==> config.mk <==
export PLATFORM = sky130hd
export DESIGN_NAME = cnt_state_ctrl
export DESIGN_NICKNAME = d
export VERILOG_FILES = /design/src/rtl/cnt_state_ctrl.sv
export SDC_FILE = /design/constraint.sdc
export NUM_CORES = 1
export LEC_CHECK = 0
export BUFFER_PORTS_ARGS = -buffer_cell sky130_fd_sc_hd__buf_2
export CAP_MARGIN = 20
export CORE_UTILIZATION = 44
export DETAILED_ROUTE_END_ITERATION = 12
export PLACE_DENSITY = 0.85
export REMOVE_ABC_BUFFERS = 1
export SYNTH_ARGS = -nofsm -noshare
export SYNTH_HDL_FRONTEND = slang
export SYNTH_SLANG_ARGS = --single-unit
==> constraint.sdc <==
create_clock -name clk -period 1.55 [get_ports clk]
set_clock_uncertainty 0.15 [all_clocks]
set_input_delay 0.155 -clock clk [delete_from_list [all_inputs] [get_ports clk]]
set_output_delay 0.155 -clock clk [all_outputs]
set_load 0.1 [all_outputs]
==> src/rtl/cnt_state_ctrl.sv <==
// cnt_state_ctrl: command-driven state register for counter output logic, with registered load value and change pulse.
// Optional freeze input enabled by defining CNT_STATE_HOLD_EN.
module cnt_state_ctrl (
    input  logic       clk,
    input  logic       reset,
    input  logic       clr,
    input  logic       load,
    input  logic       inc,
    input  logic       dec,
`ifdef CNT_STATE_HOLD_EN
    input  logic       hold,
`endif
    input  logic [7:0] d_in,
    output logic [2:0] state,
    output logic [7:0] d_load,
    output logic       chg
);
    typedef enum logic [2:0] {
        IDLE = 3'b000,
        LOAD = 3'b001,
        INC  = 3'b010,
        INC2 = 3'b011,
        DEC  = 3'b100,
        DEC2 = 3'b101
    } state_t;

    state_t state_q, state_nx;
    logic   frz, bad, take;

`ifdef CNT_STATE_HOLD_EN
    assign frz = hold;
`else
    assign frz = 1'b0;
`endif

    assign bad   = state_q > DEC2;
    assign take  = !bad && !clr && !frz && load;
    assign state = state_q;

    // Illegal codes recover to IDLE ahead of every command; clr beats freeze.
    always_comb begin
        state_nx = state_q;
        if (bad || clr)
            state_nx = IDLE;
        else if (frz)
            state_nx = state_q;
        else if (load)
            state_nx = LOAD;
        else if (inc && !dec)
            state_nx = (state_q == INC) ? INC2 : INC;
        else if (dec && !inc)
            state_nx = (state_q == DEC) ? DEC2 : DEC;
    end

    always_ff @(posedge clk) begin
        if (reset) begin
            state_q <= IDLE;
            d_load  <= 8'h00;
            chg     <= 1'b0;
        end else begin
            state_q <= state_nx;
            chg     <= state_nx != state_q;
            if (take)
                d_load <= d_in;
        end
    end
endmodule
# == Word-level counts from Yosys, hierarchy flattened ==
# Index checks and enable logic that the tools add are counted.
# Widths: inputs -> output; s select.
# op_classes
order_cmp,1
reduce_logical,9
n_mux,6
eq_ne,3
# ops
operator,n
$mux 3,4
$logic_and 1x1->1,4
$logic_not 1->1,4
$eq 3x2->1 const B,1
$eq 3x3->1 const B,1
$gt 3x3->1 const B,1
$ne 3x3->1,1
$mux 1,2
$logic_or 1x1->1,1
# totals
out_inout_bits,12
inputBits,14
ff_bits,12

# == Longest topological paths before layout ==
# Gate-level depths: netlist of the first run.
# logic_depth
word_depth,7
depth_mapped,4
ltp_nobuf,3

# == Worst setup path before layout of the first run ==
# Ideal clock, no wire load.
# synth_timing
path_type,flip-flop to flip-flop
startpoint,reg state_q[1] (netlist: state[1])
endpoint,reg chg
arrival_ns,1.798
setup_slack_ns,-0.533
setup_ns,0.136
period_less_slack_ns,2.083
path_stages_with_launch,5
cell_sequence,dfxtp_1 -> buf_6 -> and4bb_2 -> o311ai_0 -> a31oi_1
# synth_via
elab_chain_cells,7
elab_cells_between_ends,11
# synth_lines
element,line,rtl
from (decl),27,"state_t state_q, state_nx;"
from (signal assigned),61,state_q <= state_nx;
$eq 3x3->1,52,state_nx = (state_q == DEC) ? DEC2 : DEC;
$mux 1,52,
$mux 3,51,else if (dec && !inc)
$mux 3,49,else if (inc && !dec)
$mux 3,47,else if (load)
$mux 3,43,if (bad || clr)
$ne 3x3->1 (*),62,chg <= state_nx != state_q;
to (signal assigned),62,
to (decl),16,output logic chg
# Every way passes the cells marked *; elsewhere a longest branch is shown, timed or not.
# A chain may end at the register's enable or synchronous reset.

# == Final worst setup path of the first run ==
# layout_timing
startpoint,reg state_q[0] (netlist: state[0])
endpoint,out state[0]
# layout_rtl
element,line,rtl
to (decl),14,"output logic [2:0] state,"
# No word-level cell between the ends.

==> flow_summary.ini, run 1 <==
[sta]
max_freq_mhz = 681.4
max_slew.worst_pin.slew_ns = 0.4922
finalSetupViolCount = 0
slew_headroom_pct = 67.41
final.min_clock_period_ns = 1.468
final-max-slew-violation-count = 0
rsz0062_at_grt = no
final-hold-violation-count = 0
min_period_over_period_pct = 94.68
hold_ws_ns = 0.03744

[routing]
drc_errors = 0
drtIter0Drc = 9
drtAntennaViolNets = 0
viasPerCell = 5.560
dr.pass1.iters = 4
wl_per_cell_um = 14.16
totalWireLength_um = 1642
vias = 645

[status]
outcome = finished clean

[floorplanning]
die_w_um = 38.60
rows = 12
start_util_pct = 50.32
dieHeight_um = 38.60
ios = 26
core_region_area_um2 = 1171
die-area_um2 = 1490

[global_routing]
grt_pass1_vias = 565
gr-total-overflow = 0
met2_usage_pct = 47.08
grt.busiest_layer = met2
grt_start_max_net_pins = 15
met1_usage_pct = 31.41
grt_pass1_wl_um = 2635
grt_antenna_before_repair = 0
gr-usage-met3_pct = 8.671
grt_usage_pct = 26.03

[layout]
layout-drive-gt1-share_pct = 40.20
n_antenna_cell = 0
syn_to_final_growth_pct = 47.77
fillers = 86
fin_cells = 116
final_nets = 117

[critical_path]
path_max_fanout = 6
slowest_delay_ns = 0.46
cp_slowest_cell = buf_2
r2r_slack_ns = 0.10
start_kind = flop
cp.arrival_ns = 1.16
cp_top_family = buffers and inverters
end_kind = primary output
cp_num_buf_inv = 1
path_class = reg2out
crit_chain = buf_2
cp_data_required_time_ns = 1.24

[cts]
clock_path_buffers = 2
cts_tree = yes
clk_latency_ns = 0.26
postCtsSetupBuffers = 0
cts_root_buffer = clkbuf_4
clock-sinks = 12
clk_pin_slew_ns = 0.08
h-tree-depth = 1
cts_made_buffers = 3

[synthesis]
yosysMostFrequentCell = dfxtp_1
ys_seq_area_share_pct = 40.76
synth_top_cell_by_area = dfxtp_1
ys_ff_latch = 12
async_flop_share_pct = 0
ys_warn_count = 0
synth-edff-count = 0
synthTopCellsByArea = dfxtp_1, a21oi_1, o21ai_0
syn-instance-count = 66
synthTopCellsByCount = dfxtp_1, a21oi_1, o21ai_0
avgSynthCellArea_um2 = 8.929
yosys_most_used_dff = dfxtp_1
synth_top_area_share_pct = 40.76
netlist_area_um2 = 589.3
yosysUniqueCellTypes = 23

[power_and_ir_drop]
power_density_nw_per_um2 = 909.8
p_sw_uw = 263.8
comb_power_share_pct = 27.6
vdd_drop_max_uv = 697.0
switching_share_pct = 33.29
internal_power_uw = 528.5
clockPowerShare_pct = 30.7
sequentialPowerShare_pct = 41.7
total_power_uw = 792.3
p_leak_nw = 0.3683

[placed_design]
gp_congestion = 0.7958
dpl.hpwl_um = 1075
portBuffers = 25
dp_cells = 104

[flow_run]
drv_cap = 0

[min_path]
worstHoldPathType = in2reg
==> routing by layer <==
| layer | routed length [µm] | share of wire [%] | up-vias |
|---|---|---|---|
| li1 | - | - | 319 |
| met1 | 709 | 43 | 307 |
| met2 | 861 | 52 | 19 |
| met3 | 71 | 4.3 | 0 |
| met4 | 0 | 0 | 0 |
| met5 | 0 | 0 | - |
==> state kept, by name (all words and copies together) (netlist names) <==
register	count
chg	1
d_load	8
state	3
==> cell type report <==
| class | count | area (µm²) | area share, % |
|---|---|---|---|
| multi-input cells | 48 | 310.3 | 35.63 |
| inverters | 2 | 7.507 | 0.8621 |
| flip-flops and latches | 12 | 241.5 | 27.73 |
| clock buffers | 4 | 36.28 | 4.167 |
| repair buffers | 36 | 257.7 | 29.60 |
| well taps | 14 | 17.52 | 2.011 |
==> placed cells by master (no fill, tap or decap) <==
master,instances
buf_2,23
dfxtp_1,11
o21ai_0,10
a21oi_1,10
nand3_1,9
dlygate4sd3_1,8
nand2_1,3
clkbuf_4,3
buf_4,3
inv_1,2
and4bb_2,2
nand2b_1,2
buf_12,2
a21oi_2,1
a21o_4,1
o311ai_1,1
nor3b_1,1
or3b_2,1
or4b_4,1
o211ai_2,1
o21ba_2,1
o311a_1,1
a31oi_1,1
or3_1,1
a311oi_1,1
clkbuf_8,1
dfxtp_2,1
==> cell families (layout without fill, tap and decap cells) <==
kind of cell / count (synthesis) / in the layout / share of synthesized area, %
AOI/OAI and AO/OA: 28 / 28 / 30.57
DFF: 12 / 12 / 40.76
and+or+nand+nor: 20 / 20 / 22.08
buffers and inverters: 6 / 42 / 6.581
==> worst paths after layout <==
kind,startpoint,to,cells after the start
setup / recovery,state[0]$_SDFF_PP0_,state[0],1
hold / removal,reset,d_load[5]$_SDFFE_PP0P_,2
setup reg to reg,state[2]$_SDFF_PP0_,chg$_SDFF_PP0_,3
hold reg to reg,d_load[2]$_SDFFE_PP0P_,d_load[2]$_SDFFE_PP0P_,2
==> power groups by stage <==
| stage | registers (mW) | clock network, mW | logic [mW] |
|---|---|---|---|
| finish | 0.330 | 0.243 | 0.219 |
| global route | 0.332 | 0.262 | 0.230 |
| CTS | 0.330 | 0.253 | 0.215 |
| detailed placement | 0.337 | 0 | 0.199 |
| global placement | 0.337 | 0 | 0.197 |
| floorplan | 0.438 | 0 | 0.0412 |
==> timing repair <==
| action | 4_1_cts | 5_1_grt |
|---|---|---|
| endpoints found under the hold margin | 8 | 0 |
| gates resized for setup | 0 | 2 |
| hold buffers | 8 | 0 |
| setup endpoints to repair | 0 | 1 |
==> through the flow <==
stage	utilization [%]	worst slack (ns)	setup TNS [ns]	area, µm²
after floorplan	-	-0.5101	-3.394	558.0
after detailed placement	64.32	0.09389	0	753.2
after global routing	74.36	0.01824	0	870.8
after CTS	74.25	0.09134	0	869.6
final	74.36	0.08248	0	870.8
after global placement	64.32	0.1199	0	753.2
Power figures use the tool's default switching activity.
==> run 2: changes to the inputs <==
- REMOVE_ABC_BUFFERS: 1 -> unset
==> run 2 against run 1 <==
Effect of this change: largest cell class unchanged; sequential share of layout area up 2.7 points; register-to-register slack gained 0.09 ns; core utilization shrank 4.5 points; critical path depth unchanged; routed wire length shrank 2.3%; global-route usage shrank 2.1 points; largest power group unchanged; power shrank 6.5%; clock power shrank 17%; first-iteration DRC count grew 100%; count of clock-buffer cells in the layout is 1 lower; combinational power shrank 4%.
==> flow_summary.ini, run 2 (synthesized netlist as in run 1, its figures left out) <==
[status]
outcome = finished clean

[power_and_ir_drop]
p_leak_nw = 0.3449
vdd_drop_max_uv = 499.8
power_density_nw_per_um2 = 905.1

[layout]
layout-drive-gt1-share_pct = 39.39
most-common-layout-cells = buf_2, o21ai_0, a21oi_1
syn_to_final_growth_pct = 38.85
final_nets = 114
largest_register_ffs = 8
n_antenna_cell = 0
fillers = 98
top_register = d_load
layout_commonest_cell = buf_2

[routing]
wl_per_cell_um = 14.19
viasPerCell = 5.496
drtIter0Drc = 18
drc_errors = 0
totalWireLength_um = 1604
dr.pass1.iters = 4
drtAntennaViolNets = 0
vias = 621

[critical_path]
start_kind = flop
end_kind = primary output
path_class = reg2out
r2r_slack_ns = 0.19
cp_data_required_time_ns = 1.24
cp_slowest_cell = buf_2
cp_num_buf_inv = 1
cp_top_family = buffers and inverters
cp.arrival_ns = 1.13
slowest_delay_ns = 0.44
crit_chain = buf_2
reg2reg_to = chg$_SDFF_PP0_
r2r_cells = 3
crit-reg2reg-launch = state[1]$_SDFF_PP0_
path_max_fanout = 10

[floorplanning]
core_region_area_um2 = 1171
die_w_um = 38.60
ios = 26
start_util_pct = 50.32
dieHeight_um = 38.60
die-area_um2 = 1490
rows = 12

[global_routing]
met1_usage_pct = 29.75
grt_usage_pct = 23.91
grt.busiest_layer = met2
gr-total-overflow = 0
met2_usage_pct = 39.17
grt_pass1_vias = 511
grt_pass1_wl_um = 2352
grt_start_max_net_pins = 15
gr-usage-met3_pct = 6.936
grt_antenna_before_repair = 0

[min_path]
hold_depth = 2
worstHoldPathType = in2reg
min_to = d_load[3]$_SDFFE_PP0P_
min-delay-start = reset

[placed_design]
gp_congestion = 0.7611
portBuffers = 25
dpl.hpwl_um = 988.7

[sta]
max_freq_mhz = 697.5
min_period_over_period_pct = 92.50
final-max-slew-violation-count = 0
final.min_clock_period_ns = 1.434
hold_ws_ns = 0.03599
finalSetupViolCount = 0
final-hold-violation-count = 0
slew_headroom_pct = 66.84
rsz0062_at_grt = no
max_slew.worst_pin.slew_ns = 0.5008
setup-tns-final_ns = 0

[cts]
h-tree-depth = 1
clk_pin_slew_ns = 0.08
cts_resized = 0
cts_tree = yes
cts_root_buffer = clkbuf_4
clock-sinks = 12
cts_made_buffers = 3
clk_latency_ns = 0.28
clock_path_buffers = 2

[flow_run]
drv_cap = 0

[synthesis]
syn_nets = 80
-- run 2: cell types whose count changed in the layout (fill, tap and decap cells not counted), sizes merged --
| cell | before | now |
|---|---|---|
| clkbuf | 4 | 3 |
| clkinv | 0 | 1 |
| buf | 28 | 25 |
-- run 2: how the worst max path moves through the flow --
stage	from	endpoint	slack (ns)	cells past startpoint
3_5_place_dp	state[1]$_SDFF_PP0_	chg$_SDFF_PP0_	0.21	3
2_1_floorplan	state[1]$_SDFF_PP0_	chg$_SDFF_PP0_	-0.002	4
3_3_place_gp	state[1]$_SDFF_PP0_	chg$_SDFF_PP0_	0.23	3
5_1_grt	state[2]$_SDFF_PP0_	state[2]	0.08	1
4_1_cts	state[2]$_SDFF_PP0_	state[2]	0.11	1
6_report	state[2]$_SDFF_PP0_	state[2]	0.12	1
-- run 2: cell type report --
type,instances,area (µm²),share of cell area (%)
clock buffer,3,22.52,2.752
clock inverter,1,3.754,0.4587
tap,14,17.52,2.141
sequential,12,249.0,30.43
inverter,2,7.507,0.9174
timing repair buffer,33,205.2,25.08
multi-input combinational,48,312.8,38.23
-- run 2: layer usage --
| layer | wire length (µm) | vias up |
|---|---|---|
| li1 | - | 318 |
| met1 | 720 | 278 |
| met2 | 785 | 23 |
| met3 | 91 | 2 |
| met4 | 6 | 0 |
| met5 | 0 | - |
-- run 2: worst register-to-register path, stage by stage, from the launching register on --
cell      delay (ns)
dfxtp_4         0.38
or4b_4          0.54
o211ai_2        0.07
a31oi_1         0.09
-- run 2: power breakdown --
group          internal [mW]  total, mW  switching [mW]
Combinational         0.0580      0.210           0.152
Clock                 0.0933      0.202           0.108
Sequential             0.320      0.329         0.00927
-- run 2: timing repair --
action,CTS,global route
hold buffers,8,0
hold endpoints to repair,8,0
buffers inserted,0,0
-- run 2: through the flow --
| stage | power, mW | worst slack, ns | utilization (%) | instances | area [µm²] |
|---|---|---|---|---|---|
| 2_1_floorplan | 0.4860 | -0.001909 | - | 66 | 600.6 |
| 3_3_place_gp | 0.5252 | 0.2307 | 60.79 | 101 | 711.9 |
| 3_5_place_dp | 0.5290 | 0.2101 | 60.79 | 101 | 711.9 |
| 4_1_cts | 0.7416 | 0.1133 | 69.87 | 113 | 818.3 |
| 5_1_grt | 0.7706 | 0.07900 | 69.87 | 113 | 818.3 |
| 6_report | 0.7406 | 0.1163 | 69.87 | 113 | 818.3 |
